`config.mk`:
```
export PLATFORM = sky130hd
export DESIGN_NAME = pc_sequencer
export DESIGN_NICKNAME = d
export VERILOG_FILES = /design/src/rtl/pc_seq_pkg.sv /design/src/rtl/pc_sequencer_ras.sv /design/src/rtl/pc_sequencer.sv
export SDC_FILE = /design/constraint.sdc
export NUM_CORES = 1
export LEC_CHECK = 0
export CORE_ASPECT_RATIO = 0.6
export CORE_UTILIZATION = 40
export DETAILED_ROUTE_END_ITERATION = 7
export PLACE_DENSITY = 0.57
export SETUP_SLACK_MARGIN = 0.05
export SYNTH_ARGS = -nofsm -noshare
export SYNTH_HDL_FRONTEND = slang
export SYNTH_SLANG_ARGS = --single-unit
```
`constraint.sdc`:
```
create_clock -name clk -period 9.6 [get_ports clk]
set_input_delay 2.88 -clock clk [delete_from_list [all_inputs] [get_ports clk]]
set_output_delay 2.88 -clock clk [all_outputs]
set_load 0.01 [all_outputs]
```
`src/rtl/pc_seq_pkg.sv`:
```
// Shared definitions for the program-counter sequencer.
// Latency: n/a (types and constants only).
// Backpressure: n/a.
//
// Contents: control-flow op encodings, FSM state encoding, sequential PC step.
package pc_seq_pkg;

  // Decoded control-flow op presented by decode; codes 6-7 behave as OP_NONE.
  typedef enum logic [2:0] {
    OP_NONE = 3'd0,
    OP_BR   = 3'd1,
    OP_BRC  = 3'd2,
    OP_CALL = 3'd3,
    OP_RET  = 3'd4,
    OP_HALT = 3'd5
  } br_op_e;

  typedef enum logic [1:0] {
    ST_RUN,
    ST_BUBBLE,
    ST_HALTED
  } state_e;

  // Byte distance between consecutive instructions.
  localparam int PC_INCR = 4;

endpackage

```
`src/rtl/pc_sequencer_ras.sv`:
```
// Circular return-address stack (LIFO) holding DEPTH entries of W bits.
// Latency: dout shows the top of stack combinationally; push/pop take effect on the next edge.
// Backpressure: none; a push when full silently overwrites the oldest entry.
//
// Ports: clk, rst (sync, active-high), push, pop, din (W), dout (W, top entry),
//        empty, full. push and pop are never asserted together by the sequencer;
//        if they were, push wins.
module ras_stack #(
  parameter int DEPTH = 4,
  parameter int W     = 32
) (
  input  logic         clk,
  input  logic         rst,
  input  logic         push,
  input  logic         pop,
  input  logic [W-1:0] din,
  output logic [W-1:0] dout,
  output logic         empty,
  output logic         full
);

  localparam int AW = $clog2(DEPTH);

  logic [W-1:0]  mem [DEPTH];
  logic [AW-1:0] wr_ptr;   // slot the next push writes
  logic [AW-1:0] top_idx;  // slot holding the newest entry
  logic [AW:0]   cnt;

  // Pointer arithmetic wraps mod DEPTH, so a push when full lands on the
  // oldest entry while the count saturates at DEPTH.
  assign top_idx = wr_ptr - AW'(1);
  assign dout    = mem[top_idx];
  assign empty   = (cnt == '0);
  assign full    = (cnt == (AW+1)'(DEPTH));

  always_ff @(posedge clk) begin
    if (rst) begin
      wr_ptr <= '0;
      cnt    <= '0;
    end else if (push) begin
      wr_ptr <= wr_ptr + AW'(1);
      if (!full) cnt <= cnt + (AW+1)'(1);
    end else if (pop && !empty) begin
      wr_ptr <= top_idx;
      cnt    <= cnt - (AW+1)'(1);
    end
  end

  // Storage carries no reset; validity is tracked by cnt.
  always_ff @(posedge clk) begin
    if (push) mem[wr_ptr] <= din;
  end

endmodule

```
`src/rtl/pc_sequencer.sv`:
```
// Program-counter sequencer: holds the PC, takes one decoded control-flow op per handshake.
// Latency: pc reflects an accepted op one cycle after the accept edge; redirects add one bubble cycle.
// Backpressure: instr_ready drops during reset, for the bubble after a redirect, and forever once halted.
//
// Ports: clk, rst (sync, active-high); instr_valid/instr_ready handshake with decode;
//        br_op (3), br_cond, br_offset (OFF_W, signed word offset); pc (PC_W) and
//        pc_valid to fetch; halted; sticky RAS error flags ras_ovf / ras_unf.
module pc_sequencer
  import pc_seq_pkg::*;
#(
  parameter int              PC_W      = 32,
  parameter int              OFF_W     = 21,
  parameter int              RAS_DEPTH = 4,
  parameter logic [PC_W-1:0] RESET_PC  = '0
) (
  input  logic             clk,
  input  logic             rst,
  input  logic             instr_valid,
  output logic             instr_ready,
  input  logic [2:0]       br_op,
  input  logic             br_cond,
  input  logic [OFF_W-1:0] br_offset,
  output logic [PC_W-1:0]  pc,
  output logic             pc_valid,
  output logic             halted,
  output logic             ras_ovf,
  output logic             ras_unf
);

  localparam int SW = OFF_W + 2;

  state_e            state, state_nx;
  logic [PC_W-1:0]   pc_nx;
  logic              accept;
  logic signed [SW-1:0] off_scaled;
  logic [PC_W-1:0]   tgt, seq;
  logic              ras_push, ras_pop, ras_empty, ras_full;
  logic [PC_W-1:0]   ras_top;
  logic              set_ovf, set_unf;

  // Word offset -> byte offset by appending two zeros; the signed size cast
  // sign-extends to PC_W and the add wraps modulo 2^PC_W.
  assign off_scaled = {br_offset, 2'b00};
  assign tgt        = pc + PC_W'(off_scaled);
  assign seq        = pc + PC_W'(PC_INCR);

  // rst gates ready so an op presented during the reset cycle is never accepted.
  assign instr_ready = (state == ST_RUN) && !rst;
  assign pc_valid    = (state == ST_RUN);
  assign halted      = (state == ST_HALTED);
  assign accept      = instr_valid && instr_ready;

  always_comb begin
    state_nx = state;
    pc_nx    = pc;
    ras_push = 1'b0;
    ras_pop  = 1'b0;
    set_ovf  = 1'b0;
    set_unf  = 1'b0;
    case (state)
      ST_RUN: begin
        if (accept) begin
          case (br_op)
            OP_BR: begin
              pc_nx    = tgt;
              state_nx = ST_BUBBLE;
            end
            OP_BRC: begin
              if (br_cond) begin
                pc_nx    = tgt;
                state_nx = ST_BUBBLE;
              end else begin
                pc_nx = seq;
              end
            end
            OP_CALL: begin
              ras_push = 1'b1;
              set_ovf  = ras_full;
              pc_nx    = tgt;
              state_nx = ST_BUBBLE;
            end
            OP_RET: begin
              if (ras_empty) begin
                // Nothing to return to: flag it and fall through sequentially.
                set_unf = 1'b1;
                pc_nx   = seq;
              end else begin
                ras_pop  = 1'b1;
                pc_nx    = ras_top;
                state_nx = ST_BUBBLE;
              end
            end
            OP_HALT: begin
              state_nx = ST_HALTED;
            end
            default: begin
              pc_nx = seq;
            end
          endcase
        end
      end
      ST_BUBBLE: state_nx = ST_RUN;
      ST_HALTED: state_nx = ST_HALTED;
      default:   state_nx = ST_RUN;
    endcase
  end

  always_ff @(posedge clk) begin
    if (rst) begin
      state   <= ST_RUN;
      pc      <= RESET_PC;
      ras_ovf <= 1'b0;
      ras_unf <= 1'b0;
    end else begin
      state   <= state_nx;
      pc      <= pc_nx;
      ras_ovf <= ras_ovf | set_ovf;
      ras_unf <= ras_unf | set_unf;
    end
  end

  ras_stack #(
    .DEPTH (RAS_DEPTH),
    .W     (PC_W)
  ) u_ras (
    .clk   (clk),
    .rst   (rst),
    .push  (ras_push),
    .pop   (ras_pop),
    .din   (seq),
    .dout  (ras_top),
    .empty (ras_empty),
    .full  (ras_full)
  );

endmodule

```
==> summary.txt, run 1 <==
Outcome
  – Status: finished, final reports clean

Power and ir drop
  – Power Total: between 1.5 and 2 mW
  – P_sw: 0.447 mW
  – P_leak: between 3 and 4 nW
  – Power Internal: 1.32 mW
  – Logic pwr share: between 10% and 20%
  – PD cells: about 170 nW/µm²
  – Clock share of power: approximately two fifths
  – Seq pwr share: between 40% and 50%
  – Switching Share: about a quarter
  – VDD IR max: around 0.00013 V

Logic synthesis
  – Yosys top cell area share: about 43%
  – Post-synth top area cell: edfxtp_1
  – Post-synthesis sequential area ratio: around 52%
  – Syn Std Cell Area: 9000 µm²
  – Synth area leaders: edfxtp_1, dfxtp_1, mux4_2
  – Fraction of registers with async set or reset after synthesis: 0%
  – Number of flops mapped to enable cells by yosys: about 130
  – Mean Syn Cell Area: 12.1 µm²
  – Yosys cell types: slightly below 80
  – Post-synthesis register bit count: 169
  – Synthesis Warnings: 0
  – Synthesized Nets: 806
  – Most used DFF post-synth: edfxtp_1
  – Mapped Cells: about 740

Critical path
  – Startpoint types: primary input
  – R2R depth: 10
  – Crit. Startpoint: rst
  – Worst EP arrival: ~4.4 ns
  – Worst Path Required: about 6.7 ns
  – R2R setup slack: slightly above 6 ns
  – Worst setup path class: primary input to output pin
  – Critical-path cell list: buf_2 > nor3_2 > clkdlybuf4s50_1
  – Crit-path slowest cell: buf_2
  – Worst Path Max Fanout: between 40 and 50
  – Worst R2R End: pc[31]
  – Critical Path Sink Type: output pin
  – WP buf/inv: 2
  – CP top delay family: buffers and inverters
  – Worst r2r src: pc[11]
  – CP peak stage delay: roughly 0.78 ns

GRT
  – First-pass GRT wire length: roughly 37000 µm
  – Initial antenna violation count: 0
  – GRT Residual Overflow: 0
  – Largest net degree at the start of global routing: 46
  – GRT Total Usage: about a fifth
  – Vias in the first global route: around 6400

Route
  – Initial DRC count: 589
  – Residual DRC: 0
  – Routed length per instance: roughly 22 µm
  – Iteration count of the initial detailed-routing pass: 5
  – Detailed Route WL: around 24000 µm
  – Vias per inst: between 5 and 6
  – Final ANT Viol Nets: 0
  – Via count: between 6000 and 7000

Clocking
  – CTS H-tree depth: 4
  – Clk Latency, worst-skew pair: between 0.4 and 0.5 ns
  – TritonCTS clock tree: yes
  – Reg clk slew, reported paths: around 0.06 ns
  – Clk buf depth: 2
  – Post-CTS sizing: 0
  – Number of setup buffers added after CTS: 0
  – Root buffer cell: clkbuf_16
  – Post-CTS Hold Buffers: 0
  – CTS Sinks: roughly 170
  – Total CTS buffers: 17

Min path
  – Hold_sp: ras_unf
  – Hold/Removal Path Class: flip-flop to flip-flop
  – Hold path cells: 2
  – WHS Endpoint: ras_unf

Die
  – Ports: 65
  – Full die area: 23100 µm²
  – Total core area: between 20000 and 25000 µm²
  – Die Ht: 118 µm
  – Initial Util: about two fifths
  – Die width: between 150 and 200 µm
  – Num rows: 42

Run
  – Max Cap Violations: 0

Placed design
  – GPL Wtd Cong: a little under 0.9
  – IO Port Bufs: 64
  – Dpl cells: about 1100
  – Detailed placer's ending HPWL: approximately 16000 µm

Final layout
  – Most common cell after layout, fill and taps aside: edfxtp_1
  – Most frequent cells in the layout: edfxtp_1, nor2_1, clkdlybuf4s50_1
  – Layout Nets: 864
  – Area grow syn2layout: 16.8%
  – Sequential Area: approximately 4700 µm²
  – ANT cells: 0
  – Area of the multi-input gates: between 4000 and 5000 µm²
  – Share of cells above drive strength 1: about an eighth
  – Fill cells: about 2000
  – Fin cells: 1099

STA
  – Slew @ Worst Pin: 1.08 ns
  – Final setup violation count: 0
  – Final Critical Period: approximately 7.3 ns
  – Setup tns final: 0 ns
  – RSZ-0062 raised after global routing: no
  – Rel. slew slack: between 20% and 30%
  – Period utilization: roughly 76%
  – Final hold vios: 0
  – Worst Clk Skew: 0.0121 ns
  – Pins Over Slew Limit: 0
  – Max Fclk: between 100 and 150 MHz
[sequential cells by signal (all words and copies together) (netlist names)]
name,flops
pc,32
ras_ovf,1
ras_unf,1
state,2
u_ras.cnt,3
u_ras.mem,128
u_ras.wr_ptr,2
[Yosys cell counts, types with 15 or more instances]
cell type and count:
nor3_1 26, mux4_2 32, edfxtp_1 128, o21ai_0 27, nor2_1 66, dfxtp_1 41
a21oi_1 43, a211oi_1 15, xnor2_1 32, ha_1 34, nand3_1 17, xor2_1 20
a21o_1 18, nand2_1 51, clkbuf_1 23
[routing by layer]
metal / track usage (%) / wire length, µm
met1: 32.9 / 11800
met2: 30.6 / 10200
met3: 4.11 / 1600
met4: 4.83 / 174
met5: 0 / 0
[worst max path at each step]
stage	to	slack, ns	depth (start not counted)
floorplan	instr_ready	3.47	2
global placement	instr_ready	2.39	3
detailed placement	instr_ready	2.35	3
CTS	instr_ready	2.33	3
global route	instr_ready	2.26	3
finish	instr_ready	2.34	3
[cell families (layout without fill, tap and decap cells)]
logic type,count (synthesis),count (layout),share of synthesized area (%)
muxes,36,36,8.45
and+or+nand+nor,225,225,13.0
DFF,169,169,51.8
xor gates and xnor gates,52,52,5.06
buffers and inverters,47,118,2.42
adders and majority gates,36,36,5.17
AOI/OAI and AO/OA,177,177,14.1
[metrics by stage]
stage,utilization (%),cell area [µm²],setup WS [ns],hold WS [ns]
floorplan,-,9000,3.47,0.467
global placement,44.9,9920,2.39,0.457
detailed placement,44.9,9920,2.35,0.470
CTS,47.6,10500,2.33,0.488
global route,47.6,10500,2.26,0.538
finish,47.6,10500,2.34,0.484
[area by class of cell]
type	instances	area share, %
clock inverter	12	1.43
clock buffer	20	4.25
timing repair buffer	75	6.83
inverter	11	0.393
multi-input combinational	526	39.3
tap	286	3.40
sequential	169	44.4
[power groups by stage]
| stage | Sequential [mW] | Combinational, mW | Clock, mW |
|---|---|---|---|
| after floorplan | 0.833 | 0.155 | 0 |
| final | 0.821 | 0.242 | 0.699 |
| after global routing | 0.823 | 0.264 | 0.741 |
| after global placement | 0.837 | 0.232 | 0 |
| after CTS | 0.821 | 0.240 | 0.710 |
| after detailed placement | 0.837 | 0.237 | 0 |
[tightest hold or removal path: cells and delay by family (launching register included)]
| family | cells | cell delay (ns) |
|---|---|---|
| flops | 1 | 0.33 |
| simple gates | 1 | 0.07 |
| compound gates | 1 | 0.05 |
No activity file was read; power rests on OpenSTA's default activity.
==> run 2, diff against run 1 <==
PLACE_DENSITY = 0.59   (was 0.57)
clock period = 6.3 ns   (was 9.6 ns; I/O delays follow)
==> run 2 against run 1 <==
  * The run now ends with design-rule violations left
  * Combinational power rose by 52%
  * Setup slack got worse by 0.78 ns
  * First-iteration DRC count fell by 2.9%
  * Clock power rose by 50%
  * Clock skew fell by 0.0023 ns
  * Largest power group unchanged
  * Count of clock-buffer cells in the layout fell by 1
==> summary.txt, run 2 (synthesized netlist as in run 1, its figures left out) <==
GRT
  – Vias in the first global route: 6408 (+0.72%)
  – GRT Residual Overflow: 0 (unchanged)
  – GRT Total Usage: 21.3% (+0.033 points)
  – Largest net degree at the start of global routing: 45 (-2.2%)
  – GR peak layer: met1
  – First-pass GRT wire length: 37200 µm (+0.56%)
  – Met2 Resource Use GR: 31.5% (+0.85 points)
  – Initial antenna violation count: 0 (unchanged)
  – M1 GR Usage: 32.6% (-0.31 points)
  – Met3 Track Usage GR: 3.68% (-0.43 points)

Power and ir drop
  – PD cells: 254 nW/µm² (+52%)
  – Power Internal: 1.95 mW (+48%)
  – Logic pwr share: 13.8% (about the same)
  – P_sw: 0.719 mW (+61%)
  – Switching Share: 26.9% (+1.6 points)
  – VDD IR max: 0.000222 V (+66%)
  – Power Total: 2.67 mW (+51%)
  – Clock share of power: 39.3% (-0.4 points)
  – P_leak: 3.68 nW (+0.32%)
  – Seq pwr share: 46.9% (+0.3 points)

Clocking
  – Total CTS buffers: 17 (unchanged)
  – CTS Sinks: 169 (unchanged)
  – Post-CTS Hold Buffers: 0 (unchanged)
  – Reg clk slew, reported paths: 0.07 ns (about the same)
  – TritonCTS clock tree: yes
  – Clk buf depth: 2 (unchanged)
  – Root buffer cell: clkbuf_16
  – Number of setup buffers added after CTS: 0 (unchanged)
  – CTS H-tree depth: 4 (unchanged)
  – Post-CTS sizing: 0 (unchanged)
  – Clk Latency, worst-skew pair: 0.43 ns (about the same)

Critical path
  – Startpoint types: primary input
  – Worst Path Max Fanout: 4 (-91%)
  – Worst Path Required: 4.41 ns (-2.31 ns)
  – Critical Path Sink Type: output pin
  – Worst setup path class: primary input to output pin
  – Worst EP arrival: 2.85 ns (-1.53 ns)
  – R2R setup slack: 3.04 ns (-3.08 ns)

Outcome
  – Failing checks: design-rule violations
  – Status: finished with violations

STA
  – Setup tns final: 0 ns (unchanged)
  – Final hold vios: 0 (unchanged)
  – Final Critical Period: ~4.7 ns
  – RSZ-0062 raised after global routing: no
  – Slew @ Worst Pin: 1.17 ns (+0.0964 ns)
  – Worst Clk Skew: 0.00976 ns (-0.00234 ns)
  – Pins Over Slew Limit: 0 (unchanged)
  – Period utilization: between 70% and 80%
  – Max Fclk: between 200 and 250 MHz
  – Final setup violation count: 0 (unchanged)
  – Rel. slew slack: 21.7% (-6.4 points)

Final layout
  – Share of cells above drive strength 1: 12.8% (+0.49 points)
  – Most frequent cells in the layout: edfxtp_1, nor2_1, clkdlybuf4s50_1
  – Area grow syn2layout: 16.7% (about the same)
  – Regs by FF count: u_ras.mem: 128 flops, pc: 32 flops, u_ras.cnt: 3 flops
  – ANT cells: 0 (unchanged)
  – Max reg flops: 128 (unchanged)
  – Biggest register: u_ras.mem
  – Layout Nets: 864 (unchanged)
  – Util after Layout: 47.6% (about the same)
  – Most common cell after layout, fill and taps aside: edfxtp_1
  – Fill cells: 2004 (+2.4%)

Run
  – Max Cap Violations: 0 (unchanged)

Die
  – Ports: 65 (unchanged)
  – Full die area: 23100 µm² (unchanged)
  – Num rows: 42 (unchanged)
  – Die Ht: 118 µm (unchanged)
  – Total core area: 22100 µm² (unchanged)
  – Initial Util: 40.8% (unchanged)
  – Die width: 196 µm (unchanged)

Route
  – Detailed Route WL: 23900 µm (+0.43%)
  – Initial DRC count: 572 (-2.9%)
  – Final ANT Viol Nets: 0 (unchanged)
  – Residual DRC: 1 (+1)
  – Routed length per instance: 21.7 µm (+0.43%)
  – Vias per inst: 5.93 (-0.23%)
  – Iteration count of the initial detailed-routing pass: 8 (+3)
  – Via count: 6514 (-0.23%)

Placed design
  – Detailed placer's ending HPWL: 15800 µm (+0.78%)
  – IO Port Bufs: 64 (unchanged)
  – GPL Wtd Cong: 0.882 (+0.12%)

Min path
  – Hold/Removal Path Class: flip-flop to flip-flop
## run 2: area by class of cell
type / count / area (µm²) / area share (%)
clock inverter: 13 / 135 / 1.29
sequential: 169 / 4670 / 44.4
tap: 286 / 358 / 3.41
inverter: 11 / 41.3 / 0.393
timing repair buffer: 75 / 718 / 6.83
clock buffer: 19 / 453 / 4.31
multi-input combinational: 526 / 4140 / 39.4
## run 2: power by group through the flow
stage          Sequential, mW  Combinational, mW  Clock [mW]
6_report                 1.25              0.368        1.05
5_1_grt                  1.26              0.403        1.11
4_1_cts                  1.25              0.366        1.07
3_5_place_dp             1.28              0.363           0
3_3_place_gp             1.28              0.355           0
2_1_floorplan            1.27              0.236           0
## run 2: final timing paths
check | start | to | cells after the start
worst max-delay path | rst | instr_ready | 3
worst min-delay path | ras_ovf | ras_ovf | 2
worst max register to register | pc[11] | pc[31] | 10
worst min register to register | ras_ovf | ras_ovf | 2
## run 2: worst max-delay path, stage by stage
cell and delay (ns):
buf_2 0.12, nor3_2 0.24, clkdlybuf4s50_1 0.60
## run 2: routing by layer
layer	vias up	share of wire, %
met5	-	0
met4	0	0.80
met3	14	6.2
met2	254	43
met1	3253	50
li1	2993	-
## run 2: metrics by stage
step                      instance area, µm²  setup WS (ns)  hold slack [ns]  std cells
after CTS                              10500           1.55            0.474       1099
after global placement                  9920           1.21            0.445       1067
after floorplan                         9000           1.97            0.467        742
final                                  10500           1.56            0.471       1099
after detailed placement                9920           1.18            0.454       1067
after global routing                   10500           1.31            0.497       1099
==> run 3, diff against run 2 <==
clock period = 3.9 ns   (was 6.3 ns; I/O delays follow)
==> run 3 against run 2 <==
  * The run now ends clean
  * Register-to-register slack worse by 2.4 ns
  * Via count up 4.3%
  * Wire length up 4.2%
  * Total power up 62%
  * Critical path type is now primary input to flip-flop
  * Critical endpoint is now pc[26]
==> summary.txt, run 3 (synthesized netlist as in run 1, its figures left out) <==
Die
  – Ports: 65 (unchanged)
  – Initial Util: 40.8% (unchanged)
  – Total core area: 22100 µm² (unchanged)
  – Die width: 196 µm (unchanged)
  – Num rows: 42 (unchanged)
  – Die Ht: 118 µm (unchanged)
  – Full die area: 23100 µm² (unchanged)

Placed design
  – Pre-CTS WS: -0.301 ns (-1.48 ns)
  – Post-DP Area: 10400 µm² (+5.1%)
  – IO Port Bufs: 64 (unchanged)
  – Detailed placer's ending HPWL: 17000 µm (+8.0%)
  – GPL Wtd Cong: 0.909 (+3.1%)

Min path
  – Hold path cells: 2 (unchanged)
  – Hold/Removal Path Class: flip-flop to flip-flop
  – WHS Endpoint: ras_ovf
  – Hold_sp: ras_ovf

Clocking
  – Number of setup buffers added after CTS: 0 (unchanged)
  – Post-CTS Hold Buffers: 0 (unchanged)
  – CTS Sinks: 169 (unchanged)
  – CTS H-tree depth: 4 (unchanged)
  – Root buffer cell: clkbuf_16
  – Clk Latency, worst-skew pair: 0.45 ns (+0.02 ns)
  – Total CTS buffers: 17 (unchanged)
  – Post-CTS sizing: 0 (unchanged)
  – Reg clk slew, reported paths: 0.08 ns (about the same)
  – Clk buf depth: 2 (unchanged)
  – TritonCTS clock tree: yes

Route
  – Iteration count of the initial detailed-routing pass: 5 (-3)
  – Vias per inst: 5.87 (-1.0%)
  – Final ANT Viol Nets: 0 (unchanged)
  – Detailed Route WL: 24900 µm (+4.2%)
  – Residual DRC: 0 (-1)
  – Via count: 6792 (+4.3%)
  – Routed length per instance: 21.5 µm (-1.1%)
  – Initial DRC count: 619 (+8.2%)

Critical path
  – Worst R2R End: pc[26]
  – Worst setup path class: primary input to flip-flop
  – Crit-path most repeated cell: a2111oi_4
  – Worst r2r src: pc[3]
  – Startpoint types: primary input
  – Worst Path Required: 4.24 ns (-0.17 ns)
  – R2R depth: 8 (-2)
  – WP buf/inv: 1 (-1)
  – Critical-path cell list: clkdlybuf4s50_1 > ha_1 > fa_1 > a21o_4 > nand4_4 > a2111oi_4 > a2111oi_4 > a21o_1 > a21oi_2 > o22ai_2 > nor4b_1 > or3_1
  – Critical Path Sink Type: flip-flop
  – CP peak stage delay: 0.42 ns (-0.18 ns)
  – Worst EP arrival: 4.03 ns (+1.18 ns)
  – CP top delay family: compound AO/OA/AOI/OAI gates
  – R2R setup slack: 0.69 ns (-2.35 ns)
  – Crit-path slowest cell: fa_1
  – Worst Path Max Fanout: 3 (-1)

Outcome
  – Status: finished, final reports clean

STA
  – Final setup violation count: 0 (unchanged)
  – Max Fclk: 271 MHz
  – Final hold vios: 0 (unchanged)
  – Setup ws final: 0.209 ns (-1.35 ns)
  – RSZ-0062 raised after global routing: yes
  – Pins Over Slew Limit: 0 (unchanged)
  – Worst hold slack: 0.462 ns (-0.00840 ns)
  – Period utilization: between 90% and 100%
  – Setup tns final: 0 ns (unchanged)
  – Slew @ Worst Pin: 0.780 ns (-0.394 ns)
  – Rel. slew slack: 48.0% (+26 points)
  – Final Critical Period: between 3 and 4 ns
  – Worst Clk Skew: 0.0188 ns (+0.00902 ns)

Run
  – Max Cap Violations: 0 (unchanged)

GRT
  – Largest net degree at the start of global routing: 45 (unchanged)
  – First-pass GRT wire length: 39000 µm (+4.8%)
  – Initial antenna violation count: 0 (unchanged)
  – GRT Residual Overflow: 0 (unchanged)
  – GRT Total Usage: 22.4% (+1.1 points)
  – Vias in the first global route: 6781 (+5.8%)

Power and ir drop
  – VDD IR max: 0.000287 V (+30%)
  – P_leak: 3.98 nW (+8.0%)
  – PD cells: 394 nW/µm² (+55%)

Final layout
  – Biggest register: u_ras.mem
  – Util after Layout: 49.8% (+2.2 points)
  – Layout Nets: 923 (+6.8%)
  – Max reg flops: 128 (unchanged)
  – ANT cells: 0 (unchanged)
  – Most common cell after layout, fill and taps aside: edfxtp_1
  – Final instance area: 11000 µm² (+4.6%)
  – Most frequent cells in the layout: edfxtp_1, nor2_1, buf_4
  – Area grow syn2layout: 22.1%
  – Share of cells above drive strength 1: 18.8% (+6.0 points)
  – Regs by FF count: u_ras.mem: 128 flops, pc: 32 flops, u_ras.cnt: 3 flops
run 3: changes by cell type in the layout (fill, tap and decap cells not counted), sizes merged:
cell    before  now
bufinv       1    0
clkbuf      19   17
buf         12   71
clkinv       5    6
inv         17   19
run 3: tightest hold or removal path: cells and delay by family (launching register included):
| kind | cells | cell delay (ns) |
|---|---|---|
| flip-flops | 1 | 0.31 |
| AO/OA/AOI/OAI | 1 | 0.06 |
| buffers and inverters | 1 | 0.04 |
run 3: metal layers:
layer	routed length [µm]	share of wire (%)	GRT usage, %
met4	317	1.3	5.27
met5	0	0	0
met1	12000	48	32.5
met2	10900	44	33.8
met3	1640	6.6	5.54
run 3: worst max path at each step:
stage | startpoint | to | slack [ns] | cells after the start
after detailed placement | br_offset[0] | pc[22] | -0.30 | 13
final | br_offset[0] | pc[26] | 0.21 | 12
after global routing | br_offset[0] | pc[22] | 0.03 | 13
after global placement | br_offset[0] | pc[22] | -0.28 | 13
after floorplan | br_offset[0] | pc[22] | 0.29 | 11
after CTS | br_offset[0] | pc[22] | 0.13 | 13
run 3: stage by stage:
stage / power (mW) / cells
floorplan: 2.43 / 742
global placement: 2.71 / 1126
detailed placement: 2.72 / 1126
CTS: 4.35 / 1158
global route: 4.50 / 1158
finish: 4.34 / 1158
run 3: cell type report:
class,count,area (µm²)
Fill cell,1950,11100
Sequential cell,169,4670
Multi-Input combinational cell,526,4140
Timing Repair Buffer,134,1220
Clock buffer,17,425
Tap cell,286,358
Clock inverter,15,135
Inverter,11,41.3
run 3: power by group:
group	switching, mW	leakage, nW	internal [mW]
Clock	0.800	0.276	0.840
Combinational	0.366	2.18	0.306
Sequential	0.0557	1.52	1.97
